$ cat src/rtl/display_pkg.sv
// Shared display types and active-low segment/anode constants.
// Used by display_scan_controller and seg7_decoder.
package display_pkg;

    typedef enum logic [1:0] {
        OFF,
        BLANK,
        DRIVE
    } state_t;

    // Patterns are {g,f,e,d,c,b,a}; a 0 lights the segment.
    localparam logic [6:0] SEG_0     = 7'b1000000;
    localparam logic [6:0] SEG_1     = 7'b1111001;
    localparam logic [6:0] SEG_2     = 7'b0100100;
    localparam logic [6:0] SEG_3     = 7'b0110000;
    localparam logic [6:0] SEG_4     = 7'b0011001;
    localparam logic [6:0] SEG_5     = 7'b0010010;
    localparam logic [6:0] SEG_6     = 7'b0000010;
    localparam logic [6:0] SEG_7     = 7'b1111000;
    localparam logic [6:0] SEG_8     = 7'b0000000;
    localparam logic [6:0] SEG_9     = 7'b0011000;
    localparam logic [6:0] SEG_BLANK = 7'b1111111;

    localparam logic [3:0] ANODE_OFF = 4'b1111;

endpackage

$ cat src/rtl/seg7_decoder.sv
// Combinational BCD nibble to active-low 7-segment pattern.
// Non-BCD nibbles (A-F) decode to a blank digit.
module seg7_decoder
    import display_pkg::*;
(
    input  logic [3:0] nibble,
    output logic [6:0] segments
);

    always_comb begin
        segments = SEG_BLANK;
        unique case (nibble)
            4'd0:    segments = SEG_0;
            4'd1:    segments = SEG_1;
            4'd2:    segments = SEG_2;
            4'd3:    segments = SEG_3;
            4'd4:    segments = SEG_4;
            4'd5:    segments = SEG_5;
            4'd6:    segments = SEG_6;
            4'd7:    segments = SEG_7;
            4'd8:    segments = SEG_8;
            4'd9:    segments = SEG_9;
            default: segments = SEG_BLANK;
        endcase
    end

endmodule

$ cat src/rtl/display_scan_controller.sv
// 4-digit multiplexed 7-segment scanner with frame-aligned BCD loads.
// Optional LEADING_ZERO_BLANK_EN blanks leading zero digits above digit 0.
module display_scan_controller
    import display_pkg::*;
#(
    parameter int DIGIT_CYCLES = 50000,
    parameter int BLANK_CYCLES = 16
) (
    input  logic        clock,
    input  logic        reset,
    input  logic        enable,
    input  logic        load_valid,
    input  logic [15:0] load_data,
    output logic        load_ready,
    output logic [6:0]  segmento,
    output logic [3:0]  anodo,
    output logic [1:0]  digit_idx
);

    localparam int MAXC = (DIGIT_CYCLES > BLANK_CYCLES) ?
                          DIGIT_CYCLES : BLANK_CYCLES;
    localparam int CW = $clog2(MAXC + 1);
    localparam logic [CW-1:0] D_LAST = CW'(DIGIT_CYCLES - 1);
    localparam logic [CW-1:0] B_LAST = CW'(BLANK_CYCLES - 1);
    localparam state_t GAP = (BLANK_CYCLES == 0) ? DRIVE : BLANK;

    state_t        state, state_n;
    logic [CW-1:0] cnt, cnt_n;
    logic [1:0]    idx, idx_n;
    logic [15:0]   shadow, shadow_n;
    logic [15:0]   pdata;
    logic          pending;
    logic          wrap;
    logic          commit;
    logic          lz_blank;
    logic [3:0]    nib;
    logic [6:0]    dec_seg;
    logic [6:0]    seg_n;
    logic [3:0]    an_n;

    assign load_ready = ~pending;
    assign digit_idx  = idx;

    always_comb begin
        state_n = state;
        cnt_n   = cnt + 1'b1;
        idx_n   = idx;
        wrap    = 1'b0;
        if (!enable) begin
            state_n = OFF;
            cnt_n   = '0;
            idx_n   = '0;
        end else begin
            unique case (state)
                OFF: begin
                    state_n = GAP;
                    cnt_n   = '0;
                    idx_n   = '0;
                end
                BLANK: begin
                    if (cnt == B_LAST) begin
                        state_n = DRIVE;
                        cnt_n   = '0;
                    end
                end
                DRIVE: begin
                    if (cnt == D_LAST) begin
                        state_n = GAP;
                        cnt_n   = '0;
                        idx_n   = idx + 2'd1;
                        wrap    = (idx == 2'd3);
                    end
                end
                default: begin
                    state_n = OFF;
                    cnt_n   = '0;
                    idx_n   = '0;
                end
            endcase
        end
    end

    // Loads land only at frame wrap (or straight away while dark).
    assign commit   = pending && ((state == OFF) || wrap);
    assign shadow_n = commit ? pdata : shadow;
    assign nib      = shadow_n[{idx_n, 2'b00} +: 4];

    seg7_decoder u_dec (
        .nibble   (nib),
        .segments (dec_seg)
    );

`ifdef LEADING_ZERO_BLANK_EN
    assign lz_blank = (idx_n != 2'd0) &&
                      ((shadow_n >> {idx_n, 2'b00}) == 16'h0000);
`else
    assign lz_blank = 1'b0;
`endif

    // Outputs are computed from next state so they register in step.
    always_comb begin
        an_n  = ANODE_OFF;
        seg_n = SEG_BLANK;
        if (state_n == DRIVE) begin
            an_n  = ~(4'b0001 << idx_n);
            seg_n = lz_blank ? SEG_BLANK : dec_seg;
        end
    end

    always_ff @(posedge clock or posedge reset) begin
        if (reset) begin
            state    <= OFF;
            cnt      <= '0;
            idx      <= '0;
            shadow   <= 16'h0000;
            pdata    <= 16'h0000;
            pending  <= 1'b0;
            anodo    <= ANODE_OFF;
            segmento <= SEG_BLANK;
        end else begin
            state    <= state_n;
            cnt      <= cnt_n;
            idx      <= idx_n;
            shadow   <= shadow_n;
            anodo    <= an_n;
            segmento <= seg_n;
            if (commit) begin
                pending <= 1'b0;
            end else if (load_valid && load_ready) begin
                pending <= 1'b1;
                pdata   <= load_data;
            end
        end
    end

endmodule

$ cat config.mk
export PLATFORM = sky130hd
export DESIGN_NAME = display_scan_controller
export DESIGN_NICKNAME = d
export VERILOG_FILES = /design/src/rtl/display_pkg.sv /design/src/rtl/seg7_decoder.sv /design/src/rtl/display_scan_controller.sv
export SDC_FILE = /design/constraint.sdc
export NUM_CORES = 1
export LEC_CHECK = 0
export BUFFER_PORTS_ARGS = -buffer_cell sky130_fd_sc_hd__buf_4
export CAP_MARGIN = 20
export CORE_MARGIN = 2
export CORE_UTILIZATION = 60
export CTS_CLUSTER_DIAMETER = 120
export DETAILED_ROUTE_END_ITERATION = 12
export PLACE_DENSITY = 0.81
export SYNTH_ARGS = -nofsm -noshare
export SYNTH_HDL_FRONTEND = slang
export SYNTH_SLANG_ARGS = --single-unit
$ cat constraint.sdc
create_clock -name clock -period 5.15 [get_ports clock]
set_input_delay 0.515 -clock clock [delete_from_list [all_inputs] [get_ports clock]]
set_output_delay 0.515 -clock clock [all_outputs]
set_load 0.01 [all_outputs]
==> results of run 1 <==
-- cell families after synthesis --
kind of cell    after synthesis
compound gates               33
xor+xnor                     14
flops                        64
fa+ha+maj                    11
simple gates                 99
buf+inv                      29
mux                          38
-- worst max-delay path, stage by stage (launching register included) --
cell and delay [ps]:
dfrtp_1 470, nor4_4 390, nand4_2 220, o22ai_2 810, mux2i_1 330, o22ai_1 130
a31oi_1 390, inv_1 130, ha_1 220, nand2b_1 140, a21boi_0 200, o21ai_1 80
-- where the power goes --
group	internal (uW)	total [uW]	switching [uW]
logic	153	319	166
clock network	335	528	192
registers	584	623	39.0
total	1070	1470	398
-- cells in the final DEF (no fill, tap or decap), drive strengths merged, types with 2 or more instances in the layout --
master,netlist,routed
nand3,14,14
dfstp,11,11
a221oi,2,2
bufinv,0,3
nand4,4,4
nor3,2,2
nand2,23,23
a31oi,3,3
xor2,8,8
dfrtp,53,53
and3,6,6
clkinv,0,2
nand2b,8,8
xnor2,6,6
o22ai,4,4
mux2,29,29
buf,5,35
and2,3,3
nor2b,5,5
ha,11,11
and4,3,3
a21oi,2,2
o21ai,10,10
nor2,27,27
clkbuf,4,11
inv,20,20
a22o,2,2
mux2i,9,9
a21boi,4,4
-- metrics by stage --
stage / hold slack, ps / cell area (um^2) / std cells
2_1_floorplan: 425 / 3210 / 288
3_5_place_dp: 458 / 3510 / 384
5_1_grt: 407 / 3750 / 400
4_1_cts: 401 / 3750 / 400
3_3_place_gp: 441 / 3510 / 384
6_report: 400 / 3750 / 400
-- final cells by class --
cell class / count / share of cell area [%]
Sequential cell: 64 / 43.0
Clock buffer: 11 / 3.77
Clock inverter: 5 / 2.77
Tap cell: 70 / 2.33
Inverter: 20 / 2.00
Multi-Input combinational cell: 195 / 39.1
Timing Repair Buffer: 35 / 7.00
-- per-layer routing --
| layer | share of wire [%] | vias to the layer above | track usage (%) |
|---|---|---|---|
| met2 | 49 | 56 | 36.1 |
| met1 | 45 | 1051 | 29.5 |
| li1 | - | 1057 | - |
| met4 | 2.0 | 0 | 10.2 |
| met3 | 3.9 | 12 | 4.24 |
| met5 | 0 | - | 0 |
-- final timing paths --
check | slack, ps | from | endpoint
hold / removal | 400 | reset | cnt[7]
setup / recovery | 1550 | cnt[4] | segmento[0]
setup reg to reg | 1550 | cnt[4] | segmento[0]
max in group asynchronous | 4240 | reset | pending
min in group clock | 410 | load_data[10] | pdata[10]
hold reg to reg | 470 | cnt[0] | cnt[0]
-- state kept, by name, indices dropped and copies added (netlist names) --
signal	flops
anodo	4
cnt	16
digit_idx	2
pdata	16
pending	1
segmento	7
shadow	16
state	2
==> qor.yml, run 1 <==
crit_required_ps: 5410
synth_compound_area_share_pct: 8.16
fin_util_pct: 73.0
r2r_cells: 11
grt_max_degree: 65
cts_resized: 0
drive_gt1_share_pct: 30.9
muxShareOfSynthArea_pct: 13.2
synth_cell_types: 47
synth_edf_count: 0
die-area_um2: 5940
cts-buffers-inserted: 9
worstSetupEndpointType: "flop"
drc: 0
vias: 2176
yosys.area.top_type_share_pct: 41.4
fin_skew_ps: 13.2
rows: 26
core_region_area_um2: 5140
yosys_warnings: 0
maxCapViolations: 0
ys_ff_latch: 64
gp_congestion: 0.854
htreeDepth: 3
fin_tns_setup_ps: 0
ioPinCount: 34
vias_per_cell: 5.44
initial_core_util_pct: 62.4
antenna_found_initial: 0
dr.pass1.iters: 4
num_antenna_cells: 0
chipWidth_um: 77.1
finalSetupViolations: 0
critPathMaxFanout: 19
ctsRootBufferMaster: "clkbuf_8"
hold_viol: 0
finalPower_uw: 1470
worstMarginPinSlew_ps: 1000
die_y_um: 77.1
grt_setup_unrepaired: "no"
ys_async_sr_fraction_pct: 100
first_global_vias: 2164
netlist_area_um2: 3210
post_cts_buffers: 0
synth_fa_ha_area_share_pct: 4.29
clockBufferDepth: 2
crit_type: "flop to flop"
synth_top_area_cell: "dfrtp_1"
fin_nets: 356
slew_headroom_pct: 33.3
worstPathArrival_ps: 3860
synth_top_family_by_area: "simple AND/OR/NAND/NOR gates"
syn_avg_cell_area_um2: 11.1
period_share_pct: 69.9
start_kind: "flop"
synthXorXnorAreaFrac_pct: 3.83
synth_area_leaders: "dfrtp_1 41%, mux2_2 9.5%, dfstp_2 9.0%, ha_1 4.3%, nor2_1 3.2%"
post-place-ws_ps: 1610
clk-insertion-delay-late_ps: 340
hold_path_class: "input pin to asynchronous set/reset pin"
setup_slack_ps: 1550
finalCriticalPeriod_ps: 3600
cts_tree: "yes"
multi_input_area_um2: 1470
yosysMostFrequentCell: "dfrtp_1"
status: "finished, final reports clean"
overflow: 0
max_freq_mhz: 278
p_per_area_nw_per_um2: 392
ys_top_cells_by_count: "53 x dfrtp_1, 27 x mux2_2, 27 x nor2_1"
path_clk_slew_ps: 80
slew_viol_final: 0
io_buffers: 33
yosys_most_used_dff: "dfrtp_1"
syn_inst: 288
p_leak_uw: 0.00172
cts.sinks: 64
hold_buffers: 0
regArea_um2: 1620
wl_per_cell_um: 15.3
syn-num-nets: 319
syn2layout_area_growth_pct: 17.1
synth-simple-area-share_pct: 16.3
grt_usage_pct: 22.3
num-fill-cells: 376
wirelength_um: 6130
dpl.hpwl_um: 4260
irDropWorstVdd_uv: 291
seq_area_frac_synth_pct: 50.4
drtIter0Drc: 99
grt_pass1_wl_um: 10400
final_antenna_net_count: 0
No activity file was read; power rests on OpenSTA's default activity.
==> inputs of run 2 (changes only) <==
Settings changed: ABC_AREA set to 1, CORE_UTILIZATION 60 to 53, PLACE_DENSITY 0.81 to 0.76.
Clock period 5.15 ns to 3 ns, I/O delays scaled along.
==> run 2 against run 1 <==
- setup slack got worse by 1200 ps
- sequential share of layout area is 0.19 points lower
- synthesized cell count is 25% higher
- utilization decreased by 9.0 points
- worst hold slack got worse by 220 ps
- clock skew decreased by 1.5 ps
- final cell count is 21% higher
==> qor.yml, run 2 <==
status: "finished, final reports clean"
start_kind: "flop"
dpl.hpwl_um: 4530  # +6.4%
grt_usage_pct: 21.1  # -1.3 points
num_antenna_cells: 0  # unchanged
antenna_found_initial: 0  # unchanged
maxCapViolations: 0  # unchanged
netlist_area_um2: 3200  # -0.23%
final_cell_mix: "102 x nand2_1, 53 x dfrtp_1, 35 x nor2_1, 34 x buf_4, 33 x inv_1"
yosysMostFrequentCell: "nand2_1"
htreeDepth: 3  # unchanged
clockBufferDepth: 2  # unchanged
cts_tree: "yes"
syn2layout_area_growth_pct: 17.9
dr.pass1.iters: 4  # unchanged
dpl_cell_area_um2: 3520  # +0.25%
clk-insertion-delay-late_ps: 350  # about the same
syn-num-nets: 391  # +23%
slew_headroom_pct: 54.8  # +21 points
yosys.area.top_type_share_pct: 41.5  # +0.097 points
ys_ff_latch: 64  # unchanged
hold_buffers: 0  # unchanged
period_share_pct: 87.4  # +17 points
ys_top_cells_by_count: "102 x nand2_1, 53 x dfrtp_1, 35 x nor2_1"
cts_resized: 0  # unchanged
wl_per_cell_um: 12.8  # -16%
overflow: 0  # unchanged
max_freq_mhz: 381  # +37%
grt_max_degree: 54  # -17%
final_common_cell: "nand2_1"
grt_pass1_wl_um: 10500  # +1.1%
seq_area_frac_synth_pct: 50.5  # +0.12 points
wirelength_um: 6200  # +1.2%
gp_congestion: 0.832  # -2.5%
ioPinCount: 34  # unchanged
chipWidth_um: 81.7  # +5.9%
post_cts_buffers: 0  # unchanged
irDropWorstVdd_uv: 537  # +84%
drtIter0Drc: 156  # +58%
vias: 2504  # +15%
cts-buffers-inserted: 9  # unchanged
p_leak_uw: 0.00183  # +6.3%
yosys_warnings: 0  # unchanged
io_buffers: 33  # unchanged
hold_path_class: "input pin to flop"
hold_viol: 0  # unchanged
final_area_um2: 3770  # +0.43%
die_y_um: 81.7  # +5.9%
finalSetupViolations: 0  # unchanged
worstSetupEndpointType: "flop"
ctsRootBufferMaster: "clkbuf_8"
yosys_most_used_dff: "dfrtp_1"
worstMarginPinSlew_ps: 677  # -324 ps
initial_core_util_pct: 54.3  # -8.0 points
final_antenna_net_count: 0  # unchanged
synth_area_leaders: "dfrtp_1 41%, nand2_1 12%, dfstp_2 9.0%, mux2_2 5.3%, nand3_1 4.5%"
syn_avg_cell_area_um2: 8.88  # -20%
fin_skew_ps: 11.7  # -1.49 ps
fin_tns_setup_ps: 0  # unchanged
critPathMaxFanout: 19  # unchanged
path_clk_slew_ps: 70  # about the same
synth_top_area_cell: "dfrtp_1"
syn_inst: 360  # +25%
reg.largest.list: "cnt: 16 flops, pdata: 16 flops, shadow: 16 flops"
rows: 28  # +7.7%
core_region_area_um2: 5890  # +15%
slew_viol_final: 0  # unchanged
drc: 0  # unchanged
finalCriticalPeriod_ps: 2620  # -979 ps
first_global_vias: 2332  # +7.8%
vias_per_cell: 5.18  # -4.7%
synth_edf_count: 0  # unchanged
grt_setup_unrepaired: "no"
die-area_um2: 6670  # +12%
worstPathArrival_ps: 2880  # -980 ps
synth_cell_types: 32  # -32%
crit_required_ps: 3260  # -2150 ps
cts.sinks: 64  # unchanged
drive_gt1_share_pct: 26.2  # -4.7 points
fin_nets: 434  # +22%
crit_type: "flop to flop"
p_per_area_nw_per_um2: 763  # +95%
ys_async_sr_fraction_pct: 100  # unchanged
==> run 2: changes by cell type after synthesis, moves of 9 or more <==
cell / before / now
nand2_1: 22 / 102
nand3_1: 14 / 29
inv_1: 20 / 34
mux2_2: 27 / 15
nand2_2: 0 / 10
mux2i_1: 9 / 0
==> run 2: layout make-up <==
type,instances,area (um^2)
Fill cell,478,2120
Sequential cell,64,1620
Multi-Input combinational cell,251,1400
Timing Repair Buffer,36,285
Clock buffer,13,159
Inverter,41,154
Tap cell,75,93.8
Clock inverter,3,63.8
==> run 2: final timing paths <==
kind / slack, ps / startpoint / end / cells past startpoint
min reg2reg: 460 / cnt[0] / cnt[0] / 1
min: 180 / load_data[8] / pdata[8] / 2
max: 380 / cnt[0] / segmento[0] / 16
min in group asynchronous: 420 / reset / pdata[5] / 3
max reg2reg: 380 / cnt[0] / segmento[0] / 16
max in group asynchronous: 2020 / reset / segmento[4] / 4
==> run 2: critical path: stages (launching register included) <==
cell and delay (ps):
dfrtp_1 370, ha_1 200, nand3_2 120, nor2_1 190, nand3_2 120, nand2_2 210
nand2_4 190, nand2_1 110, nand2_1 90, nand2_1 80, nand2_1 60, nor2_2 200
inv_1 90, ha_1 180, nand3b_1 170, nand3_1 90, nand3_1 70
==> run 2: cells by family after synthesis <==
family / after synthesis / share of synthesized area (%)
compound gates: 14 / 3.13
xor+xnor: 6 / 1.64
fa+ha+maj: 11 / 4.30
buf+inv: 45 / 5.75
flops: 64 / 50.5
mux: 15 / 5.28
simple gates: 205 / 29.4
==> run 2: where the power goes <==
group	internal [uW]	total [uW]	switching, uW
logic	344	863	520
registers	1080	1180	96.3
clock network	512	833	321
total	1940	2880	937
==> run 2: routing by layer <==
metal | vias to the layer above | share of wire, % | wire length (um) | track usage [%]
met5 | - | 0 | 0 | 0
met4 | 0 | 2.4 | 150 | 10.5
met3 | 14 | 4.4 | 270 | 4.18
met2 | 56 | 45 | 2790 | 32.7
met1 | 1200 | 48 | 2990 | 28.3
li1 | 1234 | - | - | -
==> run 2: metrics by stage <==
stage / instances / worst slack [ps] / hold slack, ps / power [uW] / utilization, %
floorplan: 360 / 683 / 433 / 1840 / -
global placement: 465 / 503 / 443 / 2000 / 59.8
detailed placement: 465 / 390 / 456 / 2040 / 59.8
CTS: 481 / 372 / 174 / 2880 / 63.5
global route: 483 / 56.5 / 176 / 3070 / 64.1
finish: 483 / 379 / 180 / 2880 / 64.1
